===== src/rtl/qdiv_arbiter.sv =====
// Round-robin front end that shares one sequential sign-magnitude fixed-point divider
// among NREQ requesters. It short-circuits zero divisors and aborts a divide that never answers.
module qdiv_arbiter #(
  parameter int NREQ    = 4,
  parameter int WIDTH   = 32,
  parameter int TIMEOUT = 64
) (
  input  logic                  clk,
  input  logic                  rst_n,
  input  logic [NREQ-1:0]       req,
  input  logic [NREQ*WIDTH-1:0] req_dividend,
  input  logic [NREQ*WIDTH-1:0] req_divisor,
  output logic [NREQ-1:0]       gnt,
  output logic [NREQ-1:0]       rsp_valid,
  output logic [WIDTH-1:0]      rsp_quotient,
  output logic                  rsp_warn,
  output logic                  busy,
  output logic                  div_start,
  output logic [WIDTH-1:0]      div_dividend,
  output logic [WIDTH-1:0]      div_divisor,
  input  logic                  div_busy,
  input  logic                  div_valid,
  input  logic [WIDTH-1:0]      div_quotient,
  input  logic                  div_warn
);

  localparam int          PW     = (NREQ > 1) ? $clog2(NREQ) : 1;
  localparam int          TW     = $clog2(TIMEOUT);
  localparam int unsigned NREQ_U = NREQ;

  localparam logic [1:0] S_IDLE  = 2'd0;
  localparam logic [1:0] S_ISSUE = 2'd1;
  localparam logic [1:0] S_WAIT  = 2'd2;
  localparam logic [1:0] S_RESP  = 2'd3;

  localparam logic [TW-1:0] TMAX = TW'(TIMEOUT - 1);
  localparam logic [PW-1:0] LAST = PW'(NREQ - 1);

  logic [1:0]       r_state;
  logic [PW-1:0]    r_ptr;
  logic [PW-1:0]    r_owner;
  logic [TW-1:0]    r_timer;
  logic [NREQ-1:0]  r_gnt;
  logic [WIDTH-1:0] r_quot;
  logic             r_warn;
  logic [WIDTH-1:0] r_dividend;
  logic [WIDTH-1:0] r_divisor;

  logic             w_found;
  logic [PW-1:0]    w_sel;
  logic [PW:0]      w_sum;
  logic [PW-1:0]    w_idx;
  logic [NREQ-1:0]  w_sel_onehot;
  logic [WIDTH-1:0] w_sel_dvd;
  logic [WIDTH-1:0] w_sel_dvs;
  logic             w_dvs_zero;

  // First requester at or after r_ptr, wrapping modulo NREQ.
  always_comb begin
    w_found = 1'b0;
    w_sel   = '0;
    w_sum   = '0;
    w_idx   = '0;
    for (int unsigned k = 0; k < NREQ_U; k++) begin
      w_sum = {1'b0, r_ptr} + (PW+1)'(k);
      w_idx = (w_sum >= (PW+1)'(NREQ)) ? PW'(w_sum - (PW+1)'(NREQ)) : PW'(w_sum);
      if (!w_found && req[w_idx]) begin
        w_found = 1'b1;
        w_sel   = w_idx;
      end
    end
  end

  assign w_sel_onehot = NREQ'(1) << w_sel;
  assign w_sel_dvd    = req_dividend[w_sel*WIDTH +: WIDTH];
  assign w_sel_dvs    = req_divisor[w_sel*WIDTH +: WIDTH];
  assign w_dvs_zero   = ~|w_sel_dvs[WIDTH-2:0];

  always_ff @(posedge clk or negedge rst_n) begin
    if (!rst_n) begin
      r_state    <= S_IDLE;
      r_ptr      <= '0;
      r_owner    <= '0;
      r_timer    <= '0;
      r_gnt      <= '0;
      r_quot     <= '0;
      r_warn     <= 1'b0;
      r_dividend <= '0;
      r_divisor  <= '0;
    end else begin
      case (r_state)
        S_IDLE: begin
          if (w_found) begin
            r_owner    <= w_sel;
            r_gnt      <= w_sel_onehot;
            r_dividend <= w_sel_dvd;
            r_divisor  <= w_sel_dvs;
            // A zero-magnitude divisor never reaches the divider: saturate with the result sign.
            if (w_dvs_zero) begin
              r_quot  <= {w_sel_dvd[WIDTH-1] ^ w_sel_dvs[WIDTH-1], {(WIDTH-1){1'b1}}};
              r_warn  <= 1'b1;
              r_state <= S_RESP;
            end else begin
              r_state <= S_ISSUE;
            end
          end
        end
        S_ISSUE: begin
          if (!div_busy) begin
            r_timer <= '0;
            r_state <= S_WAIT;
          end
        end
        S_WAIT: begin
          if (div_valid) begin
            r_quot  <= div_quotient;
            r_warn  <= div_warn;
            r_state <= S_RESP;
          end else if (r_timer == TMAX) begin
            r_quot  <= '0;
            r_warn  <= 1'b1;
            r_state <= S_RESP;
          end else begin
            r_timer <= r_timer + 1'b1;
          end
        end
        S_RESP: begin
          r_ptr   <= (r_owner == LAST) ? '0 : r_owner + 1'b1;
          r_gnt   <= '0;
          r_state <= S_IDLE;
        end
        default: r_state <= S_IDLE;
      endcase
    end
  end

  assign gnt          = r_gnt;
  assign rsp_valid    = (r_state == S_RESP) ? r_gnt : '0;
  assign rsp_quotient = r_quot;
  assign rsp_warn     = r_warn;
  assign busy         = (r_state != S_IDLE);
  assign div_start    = (r_state == S_ISSUE) && !div_busy;
  assign div_dividend = r_dividend;
  assign div_divisor  = r_divisor;

endmodule


===== config.mk =====
export PLATFORM = sky130hd
export DESIGN_NAME = qdiv_arbiter
export DESIGN_NICKNAME = d
export VERILOG_FILES = /design/src/rtl/qdiv_arbiter.sv
export SDC_FILE = /design/constraint.sdc
export NUM_CORES = 1
export LEC_CHECK = 0
export CAP_MARGIN = 20
export CORE_AREA = 4 4 157 159
export CTS_CLUSTER_SIZE = 14
export DETAILED_ROUTE_END_ITERATION = 16
export DIE_AREA = 0 0 161 163
export GPL_TIMING_DRIVEN = 0
export PLACE_DENSITY_LB_ADDON = 0.1
export SETUP_SLACK_MARGIN = 0.3
export SLEW_MARGIN = 30
export SYNTH_ARGS = -nofsm -noshare
export SYNTH_HDL_FRONTEND = slang
export SYNTH_SLANG_ARGS = --single-unit

===== constraint.sdc =====
create_clock -name clk -period 3.9 [get_ports clk]
set_input_delay 0.39 -clock clk [delete_from_list [all_inputs] [get_ports clk]]
set_output_delay 0.39 -clock clk [all_outputs]
set_load 0.02 [all_outputs]

Word-level counts from Yosys, hierarchy flattened

Cells that the tools add are included.

Add/sub/neg operators: 9
Magnitude comparators: 8
Equality and inequality tests: 11
Shift operators: 3
Mux-type cells: 44
Bitwise gates (word level): 1
Reductions and logical operators: 19

Operators with widths:

| operator                                                             | count |
|---|---|
| 128-bit by 8-bit variable part select with 32-bit output             | 2 |
| 32-bit two-way mux                                                   | 4 |
| 32-bit one-hot mux with 2 select lines                               | 1 |
| 31-bit OR reduction                                                  | 1 |
| 2-bit two-way mux                                                    | 14 |
| 6-bit two-way mux                                                    | 3 |
| 2-bit by 3-bit < comparator with 1-bit output, second input constant | 4 |
| 1-bit two-way mux                                                    | 12 |
| 6-bit one-hot mux with 2 select lines                                | 1 |
| 2-bit inequality test, second input constant                         | 5 |
| 3-bit greater-or-equal comparator, second input constant             | 3 |
| 1-bit binary-select mux with 2-bit select                            | 4 |
| 4-bit two-way mux                                                    | 2 |
| 2-bit one-hot mux with 4 select lines                                | 1 |
| 4-bit one-hot mux with 2 select lines                                | 1 |
| 4-bit AND reduction                                                  | 2 |
| 2-bit nonzero test                                                   | 4 |
| 2-bit by 1-bit subtractor with 2-bit output, second input constant   | 4 |
| 2-bit by 2-bit adder with 3-bit output, second input constant        | 2 |
| 6-bit by 1-bit adder with 6-bit output, second input constant        | 1 |
| 2-bit equality test, second input constant                           | 3 |
| 6-bit equality test, second input constant                           | 1 |
| 1-bit logical AND                                                    | 4 |
| 1-bit zero test                                                      | 4 |
| 11 further kinds                                                     | 12 |

Bits in registers: 113
Input port bits: 297
Output and inout bits: 107
Word-level logic and storage cells: 104

Longest topological paths before layout

Depth in word-level cells: 19
Gate-level depth with buffers: 13
Mapped depth without buffers: 9

Worst setup path before layout

Ideal clock, no wire load.

Path kind: register -> register
Start point: register r_ptr[1]
End point: register r_quot[22], in the netlist rsp_quotient[22]
Library setup time: 96 ps
Arrival time: 3,004 ps
Data required time: 3,804 ps
Setup slack: 800 ps
Stages on the path, launching flop included: 14
Buffers on the path: 5
Period minus slack after synthesis: 3,100 ps
Cell sequence: dfrtp_1 > buf_2 > or3b_2 > o221ai_2 > buf_6 > buf_4 > mux2i_1 > mux2i_1 > nor4_1 > nand4_1 > or2_1 > buf_6 > buf_6 > a311oi_2

Cells in the longest elaborated chain, start to end: 18
Elaborated cells on any way between the ends: 42
Classes of those cells: 7 x add/sub; 4 x order compare; 2 x eq/ne; 1 x shift; 20 x mux; 8 x reduce/logical

RTL lines:

| item                                                                            | line | RTL |
|---|---|---|
| start: declaration                                                              | 40   | `logic [PW-1:0] r_ptr;` |
| start signal: assignment                                                        | 128  | `r_ptr <= (r_owner == LAST) ? '0 : r_owner + 1'b1;` |
| branches (longest 17 deep; another with 2-bit by 1-bit adder with 3-bit output) | -    |  |
| 4-bit AND reduction (no line) (*)                                               | -    |  |
| end signal: assignment                                                          | 100  | `r_quot <= {w_sel_dvd[WIDTH-1] ^ w_sel_dvs[WIDTH-1], {(WIDTH-1){1'b1}}};` |
| end signal: assignment                                                          | 116  | `r_quot <= div_quotient;` |
| end: declaration                                                                | 44   | `logic [WIDTH-1:0] r_quot;` |

Mark *: on every way between the ends. The select of a mux whose other input is x is not followed.
A chain may end at the register's enable or synchronous reset.

Worst setup path in the final report

Start point: register r_ptr[1]
End point: register r_quot[19], in the netlist rsp_quotient[19]

The elaborated chain is that of the path after synthesis.

==> impl_metrics.prom <==
# TYPE chip_impl_metric gauge
chip_impl_metric{name="wire_length_reported_by_the_detailed_router",unit="µm"} 34700
chip_impl_metric{name="antenna_violating_nets_post_route",unit=""} 0
chip_impl_metric{name="grt_pass1_wl",unit="µm"} 52100
chip_impl_metric{name="max_clock_freq",unit="GHz"} 0.290
chip_impl_info{name="worst_hold_path_type",value="in -> async"} 1
chip_impl_metric{name="start_util",unit="%"} 33.8
chip_impl_metric{name="cts-htree-levels",unit=""} 4
chip_impl_metric{name="p_leak",unit="nW"} 5.74
chip_impl_metric{name="cp.required",unit="ns"} 4.16
chip_impl_metric{name="peakVddDrop",unit="mV"} 0.318
chip_impl_metric{name="placement_rows",unit=""} 56
chip_impl_metric{name="p_int",unit="mW"} 5.23
chip_impl_metric{name="area.growth.synth_to_final",unit="%"} 67.0
chip_impl_metric{name="post-dp-hpwl",unit="µm"} 27200
chip_impl_info{name="ys.flop_type",value="sky130_fd_sc_hd__dfrtp_1"} 1
chip_impl_metric{name="vias_in_the_first_global_route",unit=""} 9023
chip_impl_metric{name="post-layout-total-power",unit="mW"} 9.52
chip_impl_metric{name="seq_area_frac_synth",unit="%"} 36.0
chip_impl_metric{name="total_drc_errors_in_the_routed_layout",unit=""} 0
chip_impl_metric{name="dp_cells",unit=""} 1752
chip_impl_metric{name="drt_first_pass_iters",unit=""} 5
chip_impl_metric{name="final.setup_skew",unit="ns"} 0.00811
chip_impl_metric{name="gp_congestion",unit=""} 0.864
chip_impl_metric{name="cts_made_buffers",unit=""} 17
chip_impl_metric{name="dpl_cell_area",unit="mm²"} 0.0123
chip_impl_metric{name="syn_area",unit="mm²"} 0.00787
chip_impl_info{name="synth_top_cells_by_area",value="sky130_fd_sc_hd__dfrtp_1 (36%), sky130_fd_sc_hd__nand2_1 (15%), sky130_fd_sc_hd__mux2i_1 (12%)"} 1
chip_impl_info{name="synth_largest_area_cell",value="sky130_fd_sc_hd__dfrtp_1"} 1
chip_impl_metric{name="synthesis.area_per_instance",unit="µm²"} 7.64
chip_impl_metric{name="viasPerCell",unit=""} 5.04
chip_impl_metric{name="drive_gt1_share",unit="%"} 7.47
chip_impl_metric{name="overflow",unit=""} 0
chip_impl_metric{name="finalSetupViolations",unit=""} 0
chip_impl_metric{name="detailroute.via_count",unit=""} 9055
chip_impl_metric{name="fin_area",unit="mm²"} 0.0131
chip_impl_metric{name="synthDistinctLibCells",unit=""} 49
chip_impl_info{name="rsz_0062_raised_after_global_routing",value="yes"} 1
chip_impl_metric{name="max_cap_violations",unit=""} 0
chip_impl_metric{name="cp.arrival",unit="ns"} 3.71
chip_impl_info{name="cts_tree",value="yes"} 1
chip_impl_metric{name="design.die.area",unit="mm²"} 0.0262
chip_impl_metric{name="netlist_instances",unit=""} 1030
chip_impl_metric{name="final_period_minus_worst_setup_slack",unit="ns"} 3.45
chip_impl_metric{name="ys_warn_count",unit=""} 0
chip_impl_info{name="run_status",value="completed"} 1
chip_impl_metric{name="synth_edf_count",unit=""} 0
chip_impl_metric{name="fp.coreArea",unit="mm²"} 0.0233
chip_impl_metric{name="clk_pin_slew_worst_paths",unit="ns"} 0.06
chip_impl_metric{name="hold_viol",unit=""} 0
chip_impl_metric{name="clk-insertion-delay-late",unit="ns"} 0.41
chip_impl_metric{name="number_of_buffers_added_on_ports",unit=""} 402
chip_impl_metric{name="floorplan.die.height",unit="µm"} 163
chip_impl_metric{name="drt-wirelength-per-cell",unit="µm"} 19.3
chip_impl_metric{name="clock_sink_count",unit=""} 113
chip_impl_metric{name="globalRouteTotalUtil",unit="%"} 25.3
chip_impl_metric{name="final_cells",unit=""} 1796
chip_impl_metric{name="synth.net_count",unit=""} 1334
chip_impl_metric{name="largest_net_degree_at_the_start_of_global_routing",unit=""} 65
chip_impl_metric{name="drt-initial-drc-count",unit=""} 555
chip_impl_metric{name="cts.path.max_buffers",unit=""} 2
chip_impl_metric{name="dieWidth",unit="µm"} 161
chip_impl_metric{name="postSynthRegisterBits",unit=""} 113
chip_impl_info{name="critical_path_class",value="reg -> reg"} 1
chip_impl_metric{name="worst_pin_slew",unit="ns"} 0.764
chip_impl_info{name="most-common-layout-cells",value="sky130_fd_sc_hd__clkdlybuf4s50_1 (400), sky130_fd_sc_hd__nand2_1 (305), sky130_fd_sc_hd__dfrtp_1 (113), sky130_fd_sc_hd__nand3_1 (101), sky130_fd_sc_hd__mux2i_1 (91)"} 1
chip_impl_metric{name="worst_slew_margin_rel",unit="%"} 49.1
chip_impl_info{name="setup.worst_path.end_class",value="register"} 1
chip_impl_metric{name="combinational_power_share",unit="%"} 60.6
chip_impl_metric{name="power.share.sequential",unit="%"} 22.7
chip_impl_info{name="commonest_non_fill_non_tap_cell_in_the_layout",value="sky130_fd_sc_hd__clkdlybuf4s50_1"} 1
chip_impl_metric{name="synth.top_cell.area_share",unit="%"} 36.0
chip_impl_metric{name="pwr-share-clk",unit="%"} 16.7
chip_impl_metric{name="power.switching_fraction",unit="%"} 45.1
chip_impl_metric{name="critical_path.max_fanout",unit=""} 10
chip_impl_metric{name="synthArstFlopShare",unit="%"} 100
chip_impl_info{name="cts_root_buffer",value="sky130_fd_sc_hd__clkbuf_16"} 1
chip_impl_metric{name="initial_antenna_violation_count",unit=""} 4
chip_impl_metric{name="fin_crit_sh",unit="%"} 88.5
chip_impl_info{name="setup.worst_path.start_class",value="register"} 1
chip_impl_metric{name="pwr_density_cell",unit="mW/mm²"} 725
chip_impl_metric{name="netSwitchingPower",unit="mW"} 4.29
chip_impl_metric{name="final_nets",unit=""} 1764
chip_impl_metric{name="design.portCount",unit=""} 404
chip_impl_metric{name="final_report_max_slew_violation_count",unit=""} 0
cell families after synthesis:
family	count (synthesis)	share of synthesized area (%)
AO/OA/AOI/OAI	160	13.7
XOR/XNOR	4	0.446
adder cells (fa/ha/maj)	7	1.11
buffers and inverters	124	6.98
flip-flops	113	36.0
multiplexers	108	14.1
AND/OR/NAND/NOR	514	27.7
cell usage after synthesis (2+ instances only):
master                     instances
sky130_fd_sc_hd__and3_1            3
sky130_fd_sc_hd__clkbuf_1         56
sky130_fd_sc_hd__ha_1              7
sky130_fd_sc_hd__xor2_1            2
sky130_fd_sc_hd__a31oi_1          31
sky130_fd_sc_hd__nor2b_1           4
sky130_fd_sc_hd__and2_1            5
sky130_fd_sc_hd__o21ai_0          73
sky130_fd_sc_hd__buf_6             7
sky130_fd_sc_hd__nor4_1            9
sky130_fd_sc_hd__mux2_2           11
sky130_fd_sc_hd__a21oi_1           7
sky130_fd_sc_hd__buf_4             6
sky130_fd_sc_hd__mux2i_1          96
sky130_fd_sc_hd__nand4_1           2
sky130_fd_sc_hd__nor2_1           42
sky130_fd_sc_hd__dfrtp_1         113
sky130_fd_sc_hd__a21o_1            2
sky130_fd_sc_hd__a211oi_1          2
sky130_fd_sc_hd__nand2_1         305
sky130_fd_sc_hd__nor3_1           35
sky130_fd_sc_hd__nand3_1         101
sky130_fd_sc_hd__xnor2_1           2
sky130_fd_sc_hd__buf_1            11
sky130_fd_sc_hd__a311oi_2          9
sky130_fd_sc_hd__a311oi_1         22
sky130_fd_sc_hd__a22oi_1           2
sky130_fd_sc_hd__nand2b_1          3
sky130_fd_sc_hd__inv_1            36
sky130_fd_sc_hd__buf_2             7
sequential cells by signal (all words and copies together) (netlist names):
name          count
div_dividend     32
div_divisor      32
rsp_quotient     32
r_timer           6
gnt               4
r_owner           2
r_ptr             2
r_state           2
rsp_warn          1
per-layer routing:
| layer | share of wire (%) | global-route usage [%] | wire length (µm) |
|---|---|---|---|
| met1 | 41 | 31.0 | 14200 |
| met2 | 50 | 44.0 | 17400 |
| met3 | 6.9 | 5.95 | 2390 |
| met4 | 2.0 | 8.03 | 677 |
| met5 | 0 | 0 | 0 |
layout make-up:
cell class / count / area (µm²)
Antenna cell: 4 / 10.0
Clock buffer: 19 / 443
Fill cell: 2186 / 10100
Clock inverter: 13 / 163
Multi-Input combinational cell: 793 / 4590
Buffer: 86 / 429
Tap cell: 319 / 399
Inverter: 37 / 143
Sequential cell: 113 / 2830
Timing Repair Buffer: 412 / 4130
power by group through the flow:
stage	registers [mW]	logic [mW]	clock network, mW
after floorplan	2.74	2.65	0
after global placement	2.15	5.64	0
after detailed placement	2.16	5.71	0
after CTS	2.16	5.73	1.63
after global routing	2.24	6.27	1.67
final	2.16	5.77	1.59
critical path, stage by stage, from the launching register on:
cell and delay [ns]:
sky130_fd_sc_hd__dfrtp_1 0.35, sky130_fd_sc_hd__buf_2 0.17, sky130_fd_sc_hd__or3b_2 0.52, sky130_fd_sc_hd__o221ai_2 0.11
sky130_fd_sc_hd__buf_6 0.19, sky130_fd_sc_hd__buf_6 0.18, sky130_fd_sc_hd__mux2i_1 0.21, sky130_fd_sc_hd__mux2i_1 0.18
sky130_fd_sc_hd__nor4_2 0.33, sky130_fd_sc_hd__nand4_1 0.12, sky130_fd_sc_hd__buf_4 0.18, sky130_fd_sc_hd__buf_4 0.15
sky130_fd_sc_hd__clkbuf_1 0.24, sky130_fd_sc_hd__nor3_1 0.29, sky130_fd_sc_hd__a311oi_1 0.08
stage by stage:
step	utilization (%)	hold slack, ns	setup TNS (ns)	setup WS, ns
final	56.5	0.465	0	0.448
after global routing	56.5	0.491	0	0.268
after CTS	55.9	0.476	0	0.297
after global placement	52.8	0.458	-267.53	-2.27
after floorplan	-	0.0944	0	0.800
after detailed placement	53.0	0.326	-15.18	-0.506
what timing repair did:
item                       4_1_cts  5_1_grt
hold endpoints to repair        49        0
pin swaps                        2        4
hold buffers                     1        0
setup buffers                    6        2
setup endpoints to repair       33       53
cloned                           0        0
gates resized for setup          3       27
final timing paths:
kind | to | cells past startpoint | from | slack (ns)
worst max-delay path | rsp_quotient[19]$_DFFE_PN0P_ | 14 | r_ptr[1]$_DFFE_PN0P_ | 0.45
worst min-delay path | rsp_quotient[8]$_DFFE_PN0P_ | 2 | rst_n | 0.47
worst max register to register | rsp_quotient[19]$_DFFE_PN0P_ | 14 | r_ptr[1]$_DFFE_PN0P_ | 0.45
worst min register to register | div_divisor[26]$_DFFE_PN0P_ | 2 | div_divisor[26]$_DFFE_PN0P_ | 0.47
max in group asynchronous | div_divisor[26]$_DFFE_PN0P_ | 3 | rst_n | 2.75
min in group clk | div_divisor[26]$_DFFE_PN0P_ | 2 | div_divisor[26]$_DFFE_PN0P_ | 0.47
(Power assumes the default switching activity.)
